File: src/rtl/countone_udiv_38ns_14ns_24_seq.sv
// Sequential restoring radix-2 unsigned divider, 38b / 14b -> 24b quotient, 14b remainder.
// Inverts the countone 24x14 multiplier; one quotient bit per enabled cycle.
module countone_udiv_38ns_14ns_24_seq #(
    parameter int DIVIDEND_W = 38,
    parameter int DIVISOR_W  = 14,
    parameter int QUOT_W     = 24
) (
    input  logic                  clk,
    input  logic                  reset,
    input  logic                  ce,
    input  logic                  start,
    input  logic [DIVIDEND_W-1:0] din0,
    input  logic [DIVISOR_W-1:0]  din1,
    output logic                  busy,
    output logic                  done,
    output logic                  ovf,
    output logic [QUOT_W-1:0]     quot,
    output logic [DIVISOR_W-1:0]  rem
);

    typedef enum logic [1:0] {
        IDLE = 2'd0,
        CALC = 2'd1,
        DONE = 2'd2
    } state_t;

    localparam logic [4:0] LAST_STEP = 5'(QUOT_W - 1);

    state_t               state;
    state_t               state_nxt;
    logic                 accept;
    logic                 ovf_cond;
    logic                 last;
    logic [DIVISOR_W-1:0] div;
    logic [DIVISOR_W-1:0] r;
    logic [QUOT_W-1:0]    s;
    logic [4:0]           cnt;
    logic [DIVISOR_W:0]   t;
    logic                 qbit;
    logic [DIVISOR_W-1:0] r_nxt;

    // Overflow covers both a too-wide quotient and a zero divisor.
    assign ovf_cond = (din0[DIVIDEND_W-1:QUOT_W] >= din1);
    assign last     = (cnt == LAST_STEP);
    assign busy     = (state == CALC);
    assign done     = (state == DONE);

    // One restoring step: shift in next dividend bit, subtract if it fits.
    always_comb begin
        t     = {r, s[QUOT_W-1]};
        qbit  = (t >= {1'b0, div});
        r_nxt = t[DIVISOR_W-1:0];
        if (qbit) begin
            r_nxt = t[DIVISOR_W-1:0] - div;
        end
    end

    // Next-state logic; start only accepted from IDLE or DONE.
    always_comb begin
        state_nxt = state;
        accept    = 1'b0;
        unique case (state)
            IDLE: begin
                if (start) begin
                    accept = 1'b1;
                end
            end
            CALC: begin
                if (last) begin
                    state_nxt = DONE;
                end
            end
            DONE: begin
                state_nxt = IDLE;
                if (start) begin
                    accept = 1'b1;
                end
            end
            default: state_nxt = IDLE;
        endcase
        if (accept) begin
            state_nxt = ovf_cond ? DONE : CALC;
        end
    end

    // State register, frozen while ce is low.
    always_ff @(posedge clk) begin
        if (reset) begin
            state <= IDLE;
        end else if (ce) begin
            state <= state_nxt;
        end
    end

    // Operand latch, iteration registers and held result.
    always_ff @(posedge clk) begin
        if (reset) begin
            div  <= '0;
            r    <= '0;
            s    <= '0;
            cnt  <= '0;
            ovf  <= 1'b0;
            quot <= '0;
            rem  <= '0;
        end else if (ce) begin
            if (accept) begin
                div <= din1;
                if (ovf_cond) begin
                    ovf  <= 1'b1;
                    quot <= '1;
                    rem  <= '0;
                end else begin
                    ovf <= 1'b0;
                    r   <= din0[DIVIDEND_W-1:QUOT_W];
                    s   <= din0[QUOT_W-1:0];
                    cnt <= '0;
                end
            end else if (state == CALC) begin
                r   <= r_nxt;
                s   <= {s[QUOT_W-2:0], qbit};
                cnt <= cnt + 5'd1;
                if (last) begin
                    quot <= {s[QUOT_W-2:0], qbit};
                    rem  <= r_nxt;
                end
            end
        end
    end

endmodule

File: config.mk
export PLATFORM = sky130hd
export DESIGN_NAME = countone_udiv_38ns_14ns_24_seq
export DESIGN_NICKNAME = d
export VERILOG_FILES = /design/src/rtl/countone_udiv_38ns_14ns_24_seq.sv
export SDC_FILE = /design/constraint.sdc
export NUM_CORES = 1
export LEC_CHECK = 0
export ABC_AREA = 1
export CORE_MARGIN = 1.5
export CORE_UTILIZATION = 50
export DETAILED_ROUTE_END_ITERATION = 7
export PLACE_DENSITY = 0.88
export REMOVE_ABC_BUFFERS = 1
export SYNTH_ARGS = -nofsm -noshare
export SYNTH_HDL_FRONTEND = slang
export SYNTH_SLANG_ARGS = --single-unit
File: constraint.sdc
create_clock -name clk -period 5 [get_ports clk]
set_clock_uncertainty 0.2 [all_clocks]
set_input_delay 1.5 -clock clk [delete_from_list [all_inputs] [get_ports clk]]
set_output_delay 1.5 -clock clk [all_outputs]
set_load 0.1 [all_outputs]
==> results.json, run 1 <==
{
  "synthMuxAreaShare": 0,
  "postSynthCellCount": 903,
  "antenna_found_initial": 0,
  "die_y_um": 110,
  "final_max_slew_viol_count": 0,
  "hpwl_mm": 9.73,
  "cp_top_family": "simple AND/OR/NAND/NOR gates",
  "crit_chain": "clkdlybuf4s50_1 > inv_1 > ha_1 > nand2_1 > inv_1 > nand3_1 > nor2_1 > nand2_1 > nand2_2 > nand2_2 > nand2_4 > nand2_2 > inv_2 > nor2_1 > nor2_1",
  "synth_simple_gate_area_share": 0.381,
  "nNetsFinal": 1066,
  "timing.rr.start": "div[10]",
  "critPathLaunchType": "input pin",
  "drv_cap": 0,
  "max_freq_mhz": 243,
  "cts_buffers": 9,
  "p_per_area_mw_per_mm2": 344,
  "yosysWarnings": 0,
  "synthXorXnorAreaFrac": 0.00921,
  "die_area_mm2": 0.0121,
  "detail-route-antenna-nets": 0,
  "drt_iter0_drc": 355,
  "critPathKind": "in -> reg",
  "synth_area_mm2": 0.00571,
  "clkTransAtPathRegs_ns": 0.08,
  "final_cells": 1124,
  "insertion_delay_ns": 0.35,
  "place_inst": 1108,
  "grt_overflow": 0,
  "critical-path-max-stage-delay_ns": 0.45,
  "rsz0062_at_grt": "false",
  "tightest_slew_ns": 1.03,
  "crit_required_ns": 5.08,
  "syn_avg_cell_area_um2": 6.32,
  "synth_fa_ha_area_frac": 0.0693,
  "fin_tns_setup_ns": 0,
  "io_pins": 97,
  "grt_first_pass_wirelength_mm": 22.7,
  "drc": 0,
  "io_buffers": 96,
  "postLayoutCoreUtil": 0.637,
  "crit_slowest_cell": "clkdlybuf4s50_1",
  "cts.sinks": 98,
  "stdcell_area_mm2": 0.00700,
  "grt_util_all_layers": 0.237,
  "cts_hold_buf": 0,
  "die_w_um": 110,
  "ys_seq_area_frac": 0.344,
  "gp_congestion": 0.910,
  "cts_tree": "yes",
  "wl_per_cell_um": 12.2,
  "maxSlewHeadroom": 0.309,
  "hold_violations": 0,
  "grt_pass1_vias": 5242,
  "drive_above_1_share": 0.0640,
  "cts_max_level": 3,
  "period_minus_slack_ns": 4.12,
  "routed_via_density": 5.04,
  "placed_cell_area_mm2": 0.00671,
  "worst_hold_slack_ns": 0.271,
  "drtPass1Iterations": 4,
  "ir_worst_vdd_mv": 0.200,
  "grt_max_degree": 59,
  "syn2layout_area_growth_pct": 22.7,
  "cts-root-buf": "clkbuf_16",
  "synth.area.top_cells": "dfxtp_1 34%, nor2_1 16%, nand2_1 13%, ha_1 6.6%, inv_1 6.4%",
  "clock_path_buffers": 2,
  "cts-resized-gates": 0,
  "ys_types": 35,
  "status": "completed",
  "setup_violations": 0,
  "cp.arrival_ns": 4.20,
  "initial_utilization": 0.519,
  "hold_path_class": "reg -> reg",
  "diodes": 0,
  "ys_seq_elements": 98,
  "power_leakage_nw": 3.34,
  "postCtsSetupBuffers": 0,
  "cp_max_fo": 25,
  "worstHoldStart": "quot[10]",
  "period_share": 0.824,
  "yosysTopAreaCellShare": 0.344,
  "synth_top_cell_by_area": "dfxtp_1",
  "coreArea_mm2": 0.0110,
  "vias": 5661,
  "critical_path_buf_inv_count": 4,
  "worstSetupEndpointType": "flop",
  "row_count": 38,
  "synth-compound-area-share": 0.0886,
  "synth_top_family_by_area": "simple AND/OR/NAND/NOR gates",
  "n_fill_cell": 951,
  "wl_mm": 13.7,
  "critPathLaunch": "din1[13]"
}
## cell usage in the layout, fill, tap and decap left out, drive strengths merged
| cell type | instances |
|---|---|
| clkbuf | 10 |
| a21boi | 1 |
| nand3 | 55 |
| dfxtp | 98 |
| buf | 9 |
| nand3b | 2 |
| fa | 1 |
| xor2 | 5 |
| a21o | 2 |
| nand2 | 219 |
| o21ai | 55 |
| ha | 30 |
| xnor2 | 1 |
| inv | 110 |
| nand4 | 7 |
| nor2 | 243 |
| and2 | 2 |
| o21bai | 1 |
| clkinv | 2 |
| a21oi | 34 |
| clkdlybuf4s50 | 96 |
| nor3 | 1 |
## stage by stage
step	setup slack [ns]	total power [W]
2_1_floorplan	0.809	0.00151
3_3_place_gp	0.582	0.00171
3_5_place_dp	0.507	0.00172
4_1_cts	0.864	0.00240
5_1_grt	0.638	0.00255
6_report	0.879	0.00241
## cell families (layout without fill, tap and decap cells)
family                     count (synthesis)  after routing
and+or+nand+nor                          529            529
adders and majority gates                 31             31
DFF                                       98             98
xor gates and xnor gates                   6              6
AOI/OAI and AO/OA                         93             93
buffers and inverters                    146            227
## synthesized netlist by cell type
cell type and n:
clkinv_1 1, o21bai_1 1, nor2_4 1, dfxtp_1 98, a21oi_2 2, o21ai_0 53
a21o_1 2, nand3_4 1, nand2_4 2, clkbuf_2 1, buf_8 1, buf_1 3
nor2_2 1, buf_6 3, inv_1 98, nand3_1 54, nand3b_1 2, buf_2 13
inv_2 7, fa_1 1, a21oi_4 1, nor3_1 1, nand2_2 21, clkbuf_1 15
and2_1 2, nor2_1 241, nand4_1 7, o21ai_1 2, ha_1 30, buf_4 4
xor2_1 5, a21boi_4 1, xnor2_1 1, nand2_1 196, a21oi_1 31
## worst paths after layout
path	to	slack, ns	cells after the start
hold / removal	quot[10]	0.27	2
setup / recovery	quot[19]	0.88	15
hold reg to reg	quot[10]	0.27	2
setup reg to reg	rem[13]	2.47	13
## power breakdown
group | internal, W | switching [W]
logic | 0.000274 | 0.000564
registers | 0.000841 | 0.0000359
clock network | 0.000362 | 0.000329
total | 0.00148 | 0.000929
## worst register-to-register path, delay by kind of cell, from the launching register on
| family | cells | cell delay, ns |
|---|---|---|
| AOI/OAI and AO/OA | 1 | 0.17 |
| adders and majority gates | 1 | 0.37 |
| buffers and inverters | 2 | 0.11 |
| DFF | 1 | 0.33 |
| and+or+nand+nor | 9 | 1.30 |
## cell type report
cell class / count / area [µm²] / area share
tap: 140 / 175 / 0.0250
multi-input combinational: 659 / 3130 / 0.447
clock buffer: 10 / 239 / 0.0341
timing repair buffer: 105 / 1040 / 0.149
inverter: 106 / 398 / 0.0568
sequential: 98 / 1960 / 0.280
clock inverter: 6 / 55.1 / 0.00787
## per-layer routing
metal | GRT usage | wire length (µm) | up-vias
li1 | - | - | 2936
met1 | 0.309 | 6240 | 2517
met2 | 0.391 | 6340 | 183
met3 | 0.0350 | 779 | 25
met4 | 0.0965 | 323 | 0
met5 | 0 | 0 | -
## flip-flops by register name (all words and copies together) (netlist names)
register,flops
rem,14
r,14
cnt,5
div,14
quot,24
ovf,1
state,2
s,24
No activity file was read; power rests on OpenSTA's default activity.
==> run 2, diff against run 1 <==
Settings changed: CORE_UTILIZATION 50 to 49, PLACE_DENSITY 0.88 to 0.9.
Clock period 5 ns to 3.5 ns, I/O delays scaled along.
==> run 2 against run 1 <==
Against the previous run:
- wire length up 2.8%
- sequential power up 43%
- combinational power up 44%
- non-clock buffer count up 6
- global-route usage down 0.42 points
- flip-flop and latch count unchanged
- first-iteration DRC count up 20%
- critical path depth up 1
- total power up 43%
==> results.json, run 2 (same netlist as run 1, synthesis figures left out) <==
{
  "status": "completed",
  "period_minus_slack_ns": 3.14,
  "multi_input_area_mm2": 0.00313,
  "cp.arrival_ns": 3.20,
  "worstSetupEndpointType": "flop",
  "worstHoldStart": "quot[12]",
  "clock_path_buffers": 2,
  "routed_via_density": 5.03,
  "die_area_mm2": 0.0123,
  "initial_utilization": 0.502,
  "grt_pass1_vias": 5313,
  "insertion_delay_ns": 0.35,
  "ir_worst_vdd_mv": 0.239,
  "rr_worst_depth": 13,
  "wl_mm": 14.1,
  "reg2reg_slack_ns": 0.93,
  "gp_congestion": 0.883,
  "grt_overflow": 0,
  "placed_cell_area_mm2": 0.00668,
  "max_freq_mhz": 318,
  "setup_violations": 0,
  "hold_path_class": "reg -> reg",
  "grt_first_pass_wirelength_mm": 24.0,
  "timing.rr.start": "div[10]",
  "clkTransAtPathRegs_ns": 0.07,
  "reg_top3": "quot: 24 flops, s: 24 flops",
  "reg2reg_to": "r[13]",
  "switchingPower_w": 0.00133,
  "period_share": 0.898,
  "tightest_slew_ns": 0.526,
  "cts-resized-gates": 0,
  "power_leakage_nw": 3.45,
  "p_per_area_mw_per_mm2": 494,
  "die_w_um": 111,
  "cts_max_level": 3,
  "timing.final.ws_setup_ns": 0.358,
  "die_y_um": 111,
  "vias": 5703,
  "cts_tree": "yes",
  "drive_above_1_share": 0.111,
  "diodes": 0,
  "hpwl_mm": 9.88,
  "cp_max_fo": 16,
  "grt_util_all_layers": 0.233,
  "dpl_worst_slack_ns": 0.0307,
  "cts.sinks": 98,
  "cts_buffers": 9,
  "seq_power_share": 0.365,
  "detail-route-antenna-nets": 0,
  "postCtsSetupBuffers": 0,
  "critPathLaunchType": "input pin",
  "final_common_cell": "nor2_1",
  "n_fill_cell": 1017,
  "drtPass1Iterations": 5,
  "grt_max_degree": 39,
  "layout_common_cells": "241 x nor2_1, 196 x nand2_1, 98 x inv_1, 98 x dfxtp_1, 55 x clkdlybuf4s50_1",
  "place_inst": 1117,
  "combPwrFrac": 0.353,
  "p_clk_frac": 0.282,
  "wl_per_cell_um": 12.4,
  "whs_path_depth": 2,
  "cts_hold_buf": 0,
  "ff_latch_area_mm2": 0.00196,
  "final_max_slew_viol_count": 0,
  "io_buffers": 96,
  "rsz0062_at_grt": "false",
  "hold_violations": 0,
  "crit_required_ns": 3.55,
  "cts-root-buf": "clkbuf_16",
  "coreArea_mm2": 0.0114,
  "sw_frac_of_total": 0.388,
  "power.internal_w": 0.00211,
  "drt_iter0_drc": 427,
  "hold_path_end": "quot[12]",
  "io_pins": 97,
  "stdcell_area_mm2": 0.00696,
  "row_count": 39,
  "drc": 0,
  "critPathKind": "in -> reg",
  "syn2layout_area_growth_pct": 22.0,
  "final_cells": 1133,
  "nNetsFinal": 1072,
  "antenna_found_initial": 0,
  "maxSlewHeadroom": 0.648,
  "drv_cap": 0
}
[run 2: layer usage]
layer,vias to the layer above,part of all wire,wire (µm),GRT usage
li1,2951,-,-,-
met1,2550,0.46,6490,0.316
met2,178,0.46,6460,0.377
met3,24,0.060,839,0.0339
met4,0,0.020,275,0.0812
met5,-,0,0,0
[run 2: cell type report]
cell class | count | area share
multi-input cells | 659 | 0.449
flip-flops and latches | 98 | 0.282
repair buffers | 111 | 0.145
inverters | 106 | 0.0571
clock buffers | 10 | 0.0343
well taps | 143 | 0.0257
clock inverters | 6 | 0.00683
[run 2: power groups by stage]
stage / Combinational, W / Clock [W] / Sequential, W
2_1_floorplan: 0.000691 / 0 / 0.00146
3_3_place_gp: 0.00118 / 0 / 0.00127
3_5_place_dp: 0.00120 / 0 / 0.00128
4_1_cts: 0.00121 / 0.000975 / 0.00125
5_1_grt: 0.00135 / 0.00102 / 0.00126
6_report: 0.00121 / 0.000970 / 0.00125
[run 2: worst max-delay path by stage]
stage	startpoint	endpoint	slack, ns
after global routing	din1[13]	quot[11]	0.13
final	din1[13]	r[13]	0.36
after global placement	din1[9]	r[13]	0.07
after floorplan	start	r[0]	-0.24
after CTS	din1[13]	quot[6]	0.39
after detailed placement	din1[13]	quot[15]	0.03
[run 2: critical path, stage by stage]
cell	delay, ns
clkdlybuf4s50_1	0.45
inv_1	0.05
ha_1	0.28
nand2_1	0.09
inv_1	0.04
nand3_1	0.08
a21oi_1	0.05
nor2_1	0.27
nand2_2	0.14
nand2_2	0.11
nand2_1	0.07
buf_4	0.19
nor2_1	0.11
nand3_1	0.08
nand2_1	0.08
inv_1	0.04
[run 2: per-stage QoR]
step / setup TNS, ns / hold slack, ns / utilization / total power (W)
floorplan: -8.21 / 0.240 / - / 0.00215
global placement: 0 / 0.253 / 0.587 / 0.00245
detailed placement: 0 / 0.259 / 0.587 / 0.00248
CTS: 0 / 0.275 / 0.612 / 0.00344
global route: 0 / 0.308 / 0.612 / 0.00363
finish: 0 / 0.268 / 0.612 / 0.00344
